===== config.mk =====
export PLATFORM = sky130hd
export DESIGN_NAME = pcm_frame_packer
export DESIGN_NICKNAME = d
export VERILOG_FILES = /design/src/rtl/pcm_frame_packer.sv
export SDC_FILE = /design/constraint.sdc
export NUM_CORES = 1
export LEC_CHECK = 0
export ABC_AREA = 0
export BUFFER_PORTS_ARGS = -buffer_cell sky130_fd_sc_hd__buf_4
export CAP_MARGIN = 30
export CELL_PAD_IN_SITES_DETAIL_PLACEMENT = 1
export CELL_PAD_IN_SITES_GLOBAL_PLACEMENT = 1
export CORE_UTILIZATION = 40
export DETAILED_ROUTE_END_ITERATION = 16
export PLACE_DENSITY = 0.83
export SLEW_MARGIN = 40
export SYNTH_ARGS = -nofsm -noshare
export SYNTH_HDL_FRONTEND = slang
export SYNTH_SLANG_ARGS = --single-unit

===== constraint.sdc =====
create_clock -name clk -period 2.31 [get_ports clk]
set_input_delay 0.5775 -clock clk [delete_from_list [all_inputs] [get_ports clk]]
set_output_delay 0.5775 -clock clk [all_outputs]
set_load 0.01 [all_outputs]

===== src/rtl/pcm_frame_packer.sv =====
// Packs PCM samples into little-endian bytes for the TX FIFO, with a sync/sequence
// header every SAMPLES_PER_FRAME samples and overrun accounting on a one-deep hold.
module pcm_frame_packer #(
   parameter int          DATA_SIZE         = 24,
   parameter int          SAMPLES_PER_FRAME = 32,
   parameter logic [15:0] SYNC_WORD         = 16'hA55A
) (
   input  logic                 clk,
   input  logic                 rst_n,
   input  logic                 enable_i,
   input  logic                 sample_valid_i,
   input  logic [DATA_SIZE-1:0] sample_data_i,
   input  logic                 fifo_full_i,
   output logic                 fifo_wr_en_o,
   output logic [7:0]           fifo_write_data_o,
   output logic                 overrun_o,
   output logic [15:0]          drop_count_o,
   output logic [7:0]           seq_o
);
   localparam int BYTES = DATA_SIZE / 8;
   localparam int BW    = (BYTES > 1) ? $clog2(BYTES) : 1;
   localparam int SW    = (SAMPLES_PER_FRAME > 1) ? $clog2(SAMPLES_PER_FRAME) : 1;

   typedef enum logic [2:0] {IDLE, HDR_SYNC_HI, HDR_SYNC_LO, HDR_SEQ, DATA, GAP} state_t;

   state_t                 state, ret;
   logic [BYTES-1:0][7:0]  hold;
   logic                   hold_full;
   logic [BW-1:0]          byte_idx;
   logic [SW-1:0]          sample_idx;
   logic                   last_byte, accept, take;

   // The hold slot is released on the edge that issues its last byte, so a
   // sample arriving on that same edge is taken instead of dropped.
   assign last_byte = (state == DATA) && !fifo_full_i && (byte_idx == BW'(BYTES-1));
   assign accept    = sample_valid_i && enable_i;
   assign take      = accept && (!hold_full || last_byte);

   always_ff @(posedge clk or negedge rst_n) begin
      if (!rst_n) begin
         state             <= IDLE;
         ret               <= IDLE;
         hold              <= '0;
         hold_full         <= 1'b0;
         byte_idx          <= '0;
         sample_idx        <= '0;
         fifo_wr_en_o      <= 1'b0;
         fifo_write_data_o <= 8'h00;
         overrun_o         <= 1'b0;
         drop_count_o      <= 16'h0000;
         seq_o             <= 8'h00;
      end else begin
         fifo_wr_en_o <= 1'b0;

         if (take) begin
            hold      <= sample_data_i;
            hold_full <= 1'b1;
         end else if (last_byte) begin
            hold_full <= 1'b0;
         end

         if (accept && hold_full && !last_byte) begin
            overrun_o <= 1'b1;
            if (drop_count_o != 16'hFFFF) drop_count_o <= drop_count_o + 16'd1;
         end

         case (state)
            IDLE: begin
               if (hold_full) begin
                  if (sample_idx == '0) begin
                     state <= HDR_SYNC_HI;
                  end else begin
                     byte_idx <= '0;
                     state    <= DATA;
                  end
               end else if (!enable_i) begin
                  // stream paused: restart framing so the next sample gets a header
                  sample_idx <= '0;
               end
            end
            HDR_SYNC_HI: if (!fifo_full_i) begin
               fifo_wr_en_o      <= 1'b1;
               fifo_write_data_o <= SYNC_WORD[15:8];
               ret               <= HDR_SYNC_LO;
               state             <= GAP;
            end
            HDR_SYNC_LO: if (!fifo_full_i) begin
               fifo_wr_en_o      <= 1'b1;
               fifo_write_data_o <= SYNC_WORD[7:0];
               ret               <= HDR_SEQ;
               state             <= GAP;
            end
            HDR_SEQ: if (!fifo_full_i) begin
               fifo_wr_en_o      <= 1'b1;
               fifo_write_data_o <= seq_o;
               seq_o             <= seq_o + 8'd1;
               byte_idx          <= '0;
               ret               <= DATA;
               state             <= GAP;
            end
            DATA: if (!fifo_full_i) begin
               fifo_wr_en_o      <= 1'b1;
               fifo_write_data_o <= hold[byte_idx];
               state             <= GAP;
               if (byte_idx == BW'(BYTES-1)) begin
                  ret        <= IDLE;
                  sample_idx <= (sample_idx == SW'(SAMPLES_PER_FRAME-1)) ? '0 : sample_idx + 1'b1;
               end else begin
                  ret      <= DATA;
                  byte_idx <= byte_idx + 1'b1;
               end
            end
            GAP:     state <= ret;
            default: state <= IDLE;
         endcase
      end
   end
endmodule

==> results.toml, run 1 <==
[outcome]
status = "completed"

[placed_design]
gp_congestion = 0.810
port_buffers = 62
dpl_cell_area_um2 = 4090
dp_hpwl_mm = 6.49

[timing]
skew_ps = 14.0
finalCritPeriodShare = 0.865
tightest_slew_ps = 518
fmax_mhz = 500
setup_viol = 0
final-hold-violation-count = 0
rsz0062_at_grt = "false"
slew_headroom = 0.652
fin_crit_ps = 2000
tns_ps = 0
final_max_slew_viol_count = 0

[clocking]
clock_latency_ps = 360
cts_root_buf = "clkbuf_8"
clk_pin_slew_ps = 90
ctsHoldBuffers = 0
cts_tree = "done"
htreeDepth = 3
clockBufferDepth = 2
cts_resized = 0
cts_made_buffers = 9
cts_num_sinks = 72
post_cts_buffers = 0

[cells_and_area]
postLayoutCellArea_um2 = 4340
diodes = 0
postLayoutCoreUtil = 0.523
multi_input_area_um2 = 1550
area_delta_synth_final_pct = 25.1
register_area_um2 = 1800
drive_gt1_frac = 0.303
final_nets = 426
fill_cells = 905

[yosys]
synth_flop_cell = "dfrtp_1"
ys_ff_latch = 72
synth.avg_cell_area_um2 = 10.8
synth-edff-count = 0
ys_types = 46
syn-cell-area_um2 = 3470
netlist_instances = 321
syn-num-nets = 356
seq_area_frac_synth = 0.519
yosys_warnings = 0
async_flop_share = 1.00

[worst_setup_path]
worstSetupPathType = "register to register"
r2r_setup_slack_ps = 310
cp-end-kind = "register"
rr_startpoint = "state[1]$_DFFE_PN0P_"
cp-start-kind = "register"
critPathRequiredTime_ps = 2550
r2r-end = "fifo_write_data_o[0]$_DFFE_PN0P_"
crit_arrival_ps = 2240
crit_fanout = 11
rr_worst_depth = 5

[floorplan]
start_util = 0.418
die_y_um = 95.1
coreArea_um2 = 8300
io-pin-count = 63
fp-row-count = 33
fp.dieW_um = 95.1
die_area_um2 = 9050

[drt]
ant_nets = 0
wl_per_cell_um = 17.9
vias_per_cell = 5.49
drt_iter0_drc = 125
first_pass_iters = 6
route.detailed.drc = 0
routed_wl_mm = 8.97
num_vias = 2750

[power]
p_per_area_nw_per_um2 = 1160
p_leak_nw = 1.99
ir_drop_mv = 0.511

[grt]
grt-ovfl-total = 0
grt_pass1_wl_mm = 15.2
antenna_found_initial = 0
grt_pass1_vias = 3000
grtUsageTotal = 0.224
grt_max_degree = 40

[min_path]
hold_path_class = "input pin to asynchronous set/reset pin"

[run]
cap_violations = 0
## state kept, by name, summed over array words and instances, names as in the netlist
| register | flops |
|---|---|
| seq_o | 8 |
| fifo_write_data_o | 8 |
| overrun_o | 1 |
| sample_idx | 5 |
| byte_idx | 2 |
| drop_count_o | 16 |
| state | 3 |
| ret | 3 |
| hold_full | 1 |
| hold | 24 |
| fifo_wr_en_o | 1 |
## cell usage in the layout (no fill, tap or decap), types with 3 or more instances in the layout
cell type / n
dfrtp_1: 72
and3_1: 6
mux2_2: 26
a21o_1: 3
xnor2_1: 14
o22a_1: 5
nand3_1: 8
xor2_1: 5
nand2b_1: 4
buf_4: 71
a21oi_1: 15
nand2_1: 42
nand4_1: 10
nor2_1: 18
nor3_1: 4
mux2i_1: 8
ha_1: 6
clkbuf_8: 11
o21ai_0: 20
a221oi_1: 5
inv_1: 8
bufinv_16: 3
## metrics by stage
stage          power, W  instances  setup WS [ps]  hold slack, ps
2_1_floorplan   0.00304        321            214             282
3_3_place_gp    0.00362        485            270             473
3_5_place_dp    0.00375        485            176             468
4_1_cts         0.00505        501            325             168
5_1_grt         0.00532        501            180             182
6_report        0.00501        501            312             149
## critical path, cell delays in order (launching register included)
cell      delay [ps]
dfrtp_1          630
nor2_1           190
and2_1           280
o21bai_1         350
inv_1            180
o22a_1           240
## per-layer routing
| metal | wire length (um) | global-route usage |
|---|---|---|
| met1 | 3990 | 0.285 |
| met2 | 4580 | 0.376 |
| met3 | 171 | 0.0263 |
| met4 | 230 | 0.111 |
| met5 | 0 | 0 |
## cells in the mapped netlist, types with 3 or more instances
master	n	area [um^2]
nor2_1	18	67.6
a21oi_1	15	75.1
xor2_1	5	43.8
clkbuf_1	4	15.0
buf_6	3	33.8
nand4_1	10	62.6
xnor2_1	14	123
ha_1	6	75.1
buf_2	5	25.0
mux2_2	26	293
nand2_1	42	158
nor3_1	4	20.0
nand2b_1	4	25.0
o21ai_0	20	100
dfrtp_1	72	1800
nand3_1	8	40.0
mux2i_1	8	80.1
a21o_1	3	22.5
inv_1	8	30.0
a221oi_1	5	43.8
o22a_1	5	43.8
and3_1	6	37.5
## cells by family (layout without fill, tap and decap cells)
logic type / after synthesis / in the layout / synth area share
AO/OA/AOI/OAI: 61 / 61 / 0.114
adder cells (fa/ha/maj): 6 / 6 / 0.0216
flip-flops: 72 / 72 / 0.519
multiplexers: 34 / 34 / 0.107
buffers and inverters: 22 / 97 / 0.0343
XOR/XNOR: 19 / 19 / 0.0480
AND/OR/NAND/NOR: 107 / 107 / 0.156
## worst max-delay path by stage
stage                             from  cells after the start  slack [ps]                          endpoint
2_1_floorplan  byte_idx[0]$_DFFE_PN0P_                      6         210       drop_count_o[1]$_DFFE_PN0P_
3_3_place_gp               fifo_full_i                      6         270       drop_count_o[1]$_DFFE_PN0P_
3_5_place_dp               fifo_full_i                      7         180       drop_count_o[7]$_DFFE_PN0P_
4_1_cts           state[1]$_DFFE_PN0P_                      5         320               hold[6]$_DFFE_PN0P_
5_1_grt           state[1]$_DFFE_PN0P_                      6         180       drop_count_o[7]$_DFFE_PN0P_
6_report          state[1]$_DFFE_PN0P_                      5         310  fifo_write_data_o[0]$_DFFE_PN0P_
## report_power, final
part	total [W]	switching, W	internal, W
combinational	0.00170	0.000880	0.000817
clock	0.00128	0.000501	0.000782
sequential	0.00203	0.000363	0.00167
total	0.00501	0.00174	0.00327
## area by class of cell
cell class / instances / area share
flip-flops and latches: 72 / 0.415
multi-input cells: 227 / 0.357
repair buffers: 73 / 0.132
clock buffers: 12 / 0.0358
well taps: 105 / 0.0303
clock inverters: 4 / 0.0228
inverters: 8 / 0.00692
No activity file was read; power rests on OpenSTA's default activity.
==> run 2: changes to the inputs <==
--- a/config.mk
+++ b/config.mk
@@ -6,13 +6,13 @@
 export NUM_CORES = 1
 export LEC_CHECK = 0
 export ABC_AREA = 0
-export BUFFER_PORTS_ARGS = -buffer_cell sky130_fd_sc_hd__buf_4
 export CAP_MARGIN = 30
 export CELL_PAD_IN_SITES_DETAIL_PLACEMENT = 1
 export CELL_PAD_IN_SITES_GLOBAL_PLACEMENT = 1
 export CORE_UTILIZATION = 40
 export DETAILED_ROUTE_END_ITERATION = 16
-export PLACE_DENSITY = 0.83
+export DONT_BUFFER_PORTS = 1
+export PLACE_DENSITY = 0.75
 export SLEW_MARGIN = 40
 export SYNTH_ARGS = -nofsm -noshare
 export SYNTH_HDL_FRONTEND = slang
==> run 2 against run 1 <==
Net effect:
- total power is 10% lower
- sequential share of layout area up 5.6 points
- register-to-register slack gained 40 ps
- first-iteration DRC count rose by 14%
- combinational power is 21% lower
- final area is 12% lower
- worst hold slack worse by 47 ps
- final cell count is 13% lower
- sequential cell count stayed put
- largest power group unchanged
==> results.toml, run 2 (synthesis gave the netlist of run 1 again) <==
[grt]
grt_pass1_wl_mm = 13.3
grt_pass1_vias = 2536
antenna_found_initial = 0
grt_max_degree = 73
grt-ovfl-total = 0
grtUsageTotal = 0.196

[worst_setup_path]
crit_chain = "nor4b_4 -> a211oi_2 -> buf_4 -> a21boi_0 -> mux2_2"
rr_worst_depth = 5
cp-start-kind = "register"
crit_path_max_incr_delay_ps = 590
rr_startpoint = "state[1]$_DFFE_PN0P_"
r2r_setup_slack_ps = 350
cp_top_family = "flip-flops"
r2r-end = "drop_count_o[1]$_DFFE_PN0P_"
cp_slowest_cell = "dfrtp_1"
worstSetupPathType = "register to register"
cp-end-kind = "register"
crit_arrival_ps = 2190
cp_num_buf_inv = 1
crit_fanout = 11
critPathRequiredTime_ps = 2540

[power]
p_seq_frac = 0.471
switching_share = 0.373
total_power_w = 0.00449
power_frac_comb = 0.298
ir_drop_mv = 0.473
intPower_w = 0.00282
clkPwrFrac = 0.231
p_per_area_nw_per_um2 = 1170
p_sw_w = 0.00168
p_leak_nw = 1.65

[floorplan]
die_y_um = 95.1
fp.dieW_um = 95.1
fp-row-count = 33
io-pin-count = 63
start_util = 0.418
die_area_um2 = 9050
coreArea_um2 = 8300

[cells_and_area]
final_common_cell = "dfrtp_1"
fill_cells = 916
diodes = 0
mostFrequentLayoutCells = "dfrtp_1, nand2_1, mux2_2"
drive_gt1_frac = 0.174
regMostFlops = "hold"
final_cell_count_no_fill = 438
final_nets = 363
postLayoutCellArea_um2 = 3820
area_delta_synth_final_pct = 10.2
largest_registers = "hold: 24 flops, drop_count_o: 16 flops"
largest_register_ffs = 24

[drt]
drt_iter0_drc = 142
wl_per_cell_um = 18.8
routed_wl_mm = 8.22
num_vias = 2478
ant_nets = 0
route.detailed.drc = 0
vias_per_cell = 5.66
first_pass_iters = 6

[clocking]
clk_pin_slew_ps = 90
post_cts_buffers = 0
cts_num_sinks = 72
htreeDepth = 3
ctsHoldBuffers = 1
clock_latency_ps = 340
cts_made_buffers = 9
clockBufferDepth = 2
cts_root_buf = "clkbuf_8"
cts_tree = "done"
cts_resized = 0

[timing]
skew_ps = 12.2
rsz0062_at_grt = "false"
tns_ps = 0
fmax_mhz = 510
setup_viol = 0
fin_crit_ps = 1960
tightest_slew_ps = 520
slew_headroom = 0.653
final_max_slew_viol_count = 0
finalCritPeriodShare = 0.848
final-hold-violation-count = 0

[run]
cap_violations = 0

[placed_design]
port_buffers = 0
dp_hpwl_mm = 5.86
placed_cells = 421
dpl_cell_area_um2 = 3590
gp_congestion = 0.782

[min_path]
hold_path_class = "input pin to asynchronous set/reset pin"

[outcome]
status = "completed"
run 2: layer usage:
metal  share of wire  global-route usage
met2            0.49               0.316
met1            0.46               0.263
met3           0.035              0.0391
met5               0                   0
met4           0.012              0.0644
run 2: worst max path at each step:
stage,startpoint,end,slack (ps),cells after the start
after CTS,drop_count_o[0]$_DFFE_PN0P_,drop_count_o[7]$_DFFE_PN0P_,350,6
final,state[1]$_DFFE_PN0P_,drop_count_o[1]$_DFFE_PN0P_,350,5
after global placement,enable_i,drop_count_o[1]$_DFFE_PN0P_,420,5
after floorplan,byte_idx[0]$_DFFE_PN0P_,drop_count_o[1]$_DFFE_PN0P_,210,6
after detailed placement,enable_i,drop_count_o[1]$_DFFE_PN0P_,380,5
after global routing,drop_count_o[0]$_DFFE_PN0P_,drop_count_o[11]$_DFFE_PN0P_,250,6
run 2: cell type report:
type	count	area, um^2	share of cell area
multi-input cells	227	1550	0.405
clock inverters	6	67.6	0.0177
inverters	8	30.0	0.00785
repair buffers	10	108	0.0281
clock buffers	10	138	0.0360
flip-flops and latches	72	1800	0.471
well taps	105	131	0.0343
run 2: metrics by stage:
stage	setup slack [ps]	util	hold WS, ps
final	351	0.461	102
after global routing	250	0.461	126
after CTS	348	0.461	117
after detailed placement	378	0.433	283
after global placement	416	0.433	283
after floorplan	214	-	282
run 2: power by group through the flow:
| stage | Clock, W | Combinational (W) | Sequential (W) |
|---|---|---|---|
| 2_1_floorplan | 0 | 0.00105 | 0.00198 |
| 3_3_place_gp | 0 | 0.00124 | 0.00212 |
| 6_report | 0.00104 | 0.00134 | 0.00212 |
| 3_5_place_dp | 0 | 0.00131 | 0.00215 |
| 4_1_cts | 0.00107 | 0.00134 | 0.00212 |
| 5_1_grt | 0.00111 | 0.00149 | 0.00219 |
==> run 3: changes to the inputs <==
--- a/config.mk
+++ b/config.mk
@@ -5,14 +5,14 @@
 export SDC_FILE = /design/constraint.sdc
 export NUM_CORES = 1
 export LEC_CHECK = 0
-export ABC_AREA = 0
+export ABC_AREA = 1
 export CAP_MARGIN = 30
 export CELL_PAD_IN_SITES_DETAIL_PLACEMENT = 1
 export CELL_PAD_IN_SITES_GLOBAL_PLACEMENT = 1
 export CORE_UTILIZATION = 40
 export DETAILED_ROUTE_END_ITERATION = 16
 export DONT_BUFFER_PORTS = 1
-export PLACE_DENSITY = 0.75
+export PLACE_DENSITY = 0.79
 export SLEW_MARGIN = 40
 export SYNTH_ARGS = -nofsm -noshare
 export SYNTH_HDL_FRONTEND = slang
==> constraint.sdc (replaced) <==
create_clock -name clk -period 1.9 [get_ports clk]
set_input_delay 0.475 -clock clk [delete_from_list [all_inputs] [get_ports clk]]
set_output_delay 0.475 -clock clk [all_outputs]
set_load 0.01 [all_outputs]
==> run 3 against run 2 <==
Net effect:
- the flow now finishes with violations (negative hold slack)
- combinational power is 43% higher
- fmax grew 15%
- worst hold slack worse by 280 ps
- register-to-register slack got worse by 160 ps
- largest cell class is now multi-input combinational cells
==> results.toml, run 3 <==
[outcome]
status = "finished, violations left"
failed_checks = "negative hold slack"

[yosys]
async_flop_share = 1.00
synth.avg_cell_area_um2 = 7.47
synth_flop_cell = "dfrtp_1"
seq_area_frac_synth = 0.462
syn-num-nets = 557
syn-cell-area_um2 = 3900
synthTopCellsByCount = "nand2_1, dfrtp_1, nand3_1"
yosysTopAreaCellShare = 0.462
netlist_instances = 522
synth.most_common_cell = "nand2_1"
ys_ff_latch = 72
synthTopCellsByArea = "dfrtp_1, nand2_1, nand3_1"
synth_top_area_cell = "dfrtp_1"
yosys_warnings = 0
ys_types = 29
synth-edff-count = 0

[clocking]
cts_made_buffers = 9
post_cts_buffers = 0
cts_tree = "done"
clockBufferDepth = 2
clk_pin_slew_ps = 80
clock_latency_ps = 340
cts_num_sinks = 72
cts_root_buf = "clkbuf_8"
htreeDepth = 3

[worst_setup_path]
worstSetupPathType = "register to register"
rr_startpoint = "state[0]$_DFFE_PN0P_"
cp-start-kind = "register"
crit_arrival_ps = 1980
crit_fanout = 8
cp-startpoint = "state[0]$_DFFE_PN0P_"
critPathRequiredTime_ps = 2180
rr_worst_depth = 8
cp-end-kind = "register"

[power]
p_leak_nw = 2.22
p_seq_frac = 0.417
switching_share = 0.387
clkPwrFrac = 0.263
ir_drop_mv = 0.483
intPower_w = 0.00367
power_frac_comb = 0.320
p_per_area_nw_per_um2 = 1380
total_power_w = 0.00598
p_sw_w = 0.00231

[min_path]
hold_path_class = "input pin to asynchronous set/reset pin"

[drt]
first_pass_iters = 4
vias_per_cell = 5.09
wl_per_cell_um = 15.3
routed_wl_mm = 10.2
ant_nets = 0
route.detailed.drc = 0
num_vias = 3386
drt_iter0_drc = 99

[placed_design]
port_buffers = 0
dp_hpwl_mm = 7.41
gp_congestion = 0.814

[cells_and_area]
fill_cells = 1197
regMostFlops = "hold"
final_common_cell = "nand2_1"
area_delta_synth_final_pct = 10.8
drive_gt1_frac = 0.0951
mostFrequentLayoutCells = "nand2_1, dfrtp_1, nand3_1"
largest_register_ffs = 24
largest_registers = "hold: 24 flops, drop_count_o: 16 flops"
final_nets = 566
diodes = 0

[floorplan]
fp.dieW_um = 101
die_area_um2 = 10100
io-pin-count = 63
fp-row-count = 35
start_util = 0.418
die_y_um = 101
coreArea_um2 = 9330

[grt]
grtUsageTotal = 0.218
grt_pass1_wl_mm = 17.2
grt_max_degree = 73
grt_pass1_vias = 3597
antenna_found_initial = 0
grt-ovfl-total = 0

[timing]
tightest_slew_ps = 465
fin_crit_ps = 1700
skew_ps = 9.86
hold_slack_ps = -181
finalCritPeriodShare = 0.897
tns_ps = 0
fmax_mhz = 587
final_max_slew_viol_count = 0
setup_viol = 0
slew_headroom = 0.690
rsz0062_at_grt = "false"
final-hold-violation-count = 72

[run]
cap_violations = 0
-- run 3: cell count changes in the layout (fill, tap and decap cells not counted), sizes merged, moves of 4 or more --
cell / change
nor2: +21
o21ai: +17
o22a: -5
mux2i: -8
xnor2: -8
nand3: +45
mux2: -26
nand2: +187
a21oi: -15
nand2b: -4
inv: +33
a221oi: -5
and3: -6
-- run 3: timing repair --
action	in CTS	in global routing
setup endpoints to repair	1	0
resized for setup	1	0
hold endpoints to repair	72	72
-- run 3: power groups by stage --
stage,Sequential (W),Combinational (W),Clock (W)
after global placement,0.00250,0.00180,0
after global routing,0.00256,0.00222,0.00167
final,0.00249,0.00191,0.00158
after CTS,0.00250,0.00194,0.00159
after floorplan,0.00244,0.00140,0
after detailed placement,0.00252,0.00190,0
-- run 3: per-stage QoR --
stage               std cells  setup slack, ps  utilization  instance area, um^2
finish                    665              195        0.463                 4320
global route              665             58.1        0.463                 4320
CTS                       665              202        0.463                 4320
detailed placement        649             23.0        0.434                 4050
global placement          649              166        0.434                 4050
floorplan                 522              109            -                 3900
-- run 3: final cells by class --
cell class / instances / area (um^2) / area share
multi-input combinational: 392 / 1830 / 0.424
sequential: 72 / 1800 / 0.417
clock buffer: 12 / 165 / 0.0382
inverter: 43 / 161 / 0.0374
tap: 129 / 161 / 0.0374
clock inverter: 4 / 98.8 / 0.0229
timing repair buffer: 13 / 97.6 / 0.0226
-- run 3: worst paths after layout --
kind	end	slack, ps
setup / recovery	fifo_write_data_o[4]$_DFFE_PN0P_	200
hold / removal	fifo_write_data_o[2]$_DFFE_PN0P_	-180
setup reg to reg	fifo_write_data_o[4]$_DFFE_PN0P_	200
hold reg to reg	hold[19]$_DFFE_PN0P_	470
max in group asynchronous	drop_count_o[1]$_DFFE_PN0P_	1940
min in group clk	hold[11]$_DFFE_PN0P_	260
-- run 3: per-layer routing --
| layer | up-vias | part of all wire | global-route usage |
|---|---|---|---|
| met1 | 1645 | 0.48 | 0.289 |
| met3 | 18 | 0.034 | 0.0333 |
| met4 | 0 | 0.024 | 0.0903 |
| met2 | 63 | 0.47 | 0.357 |
| met5 | - | 0 | 0 |
| li1 | 1660 | - | - |
-- run 3: cells by family (layout without fill, tap and decap cells) --
kind of cell | count (synthesis) | in the layout | synth area share
adders and majority gates | 6 | 6 | 0.0193
and+or+nand+nor | 335 | 335 | 0.368
DFF | 72 | 72 | 0.462
AOI/OAI and AO/OA | 38 | 38 | 0.0526
xor gates and xnor gates | 13 | 13 | 0.0292
buffers and inverters | 58 | 72 | 0.0687
-- run 3: critical path, cell delays in order, from the launching register on --
cell     delay, ps
dfrtp_1        490
nor2_4         220
nand2_2        150
inv_1          250
buf_4          210
nand2_1         70
nand2_1         90
nand2_1         70
nand2_1         80
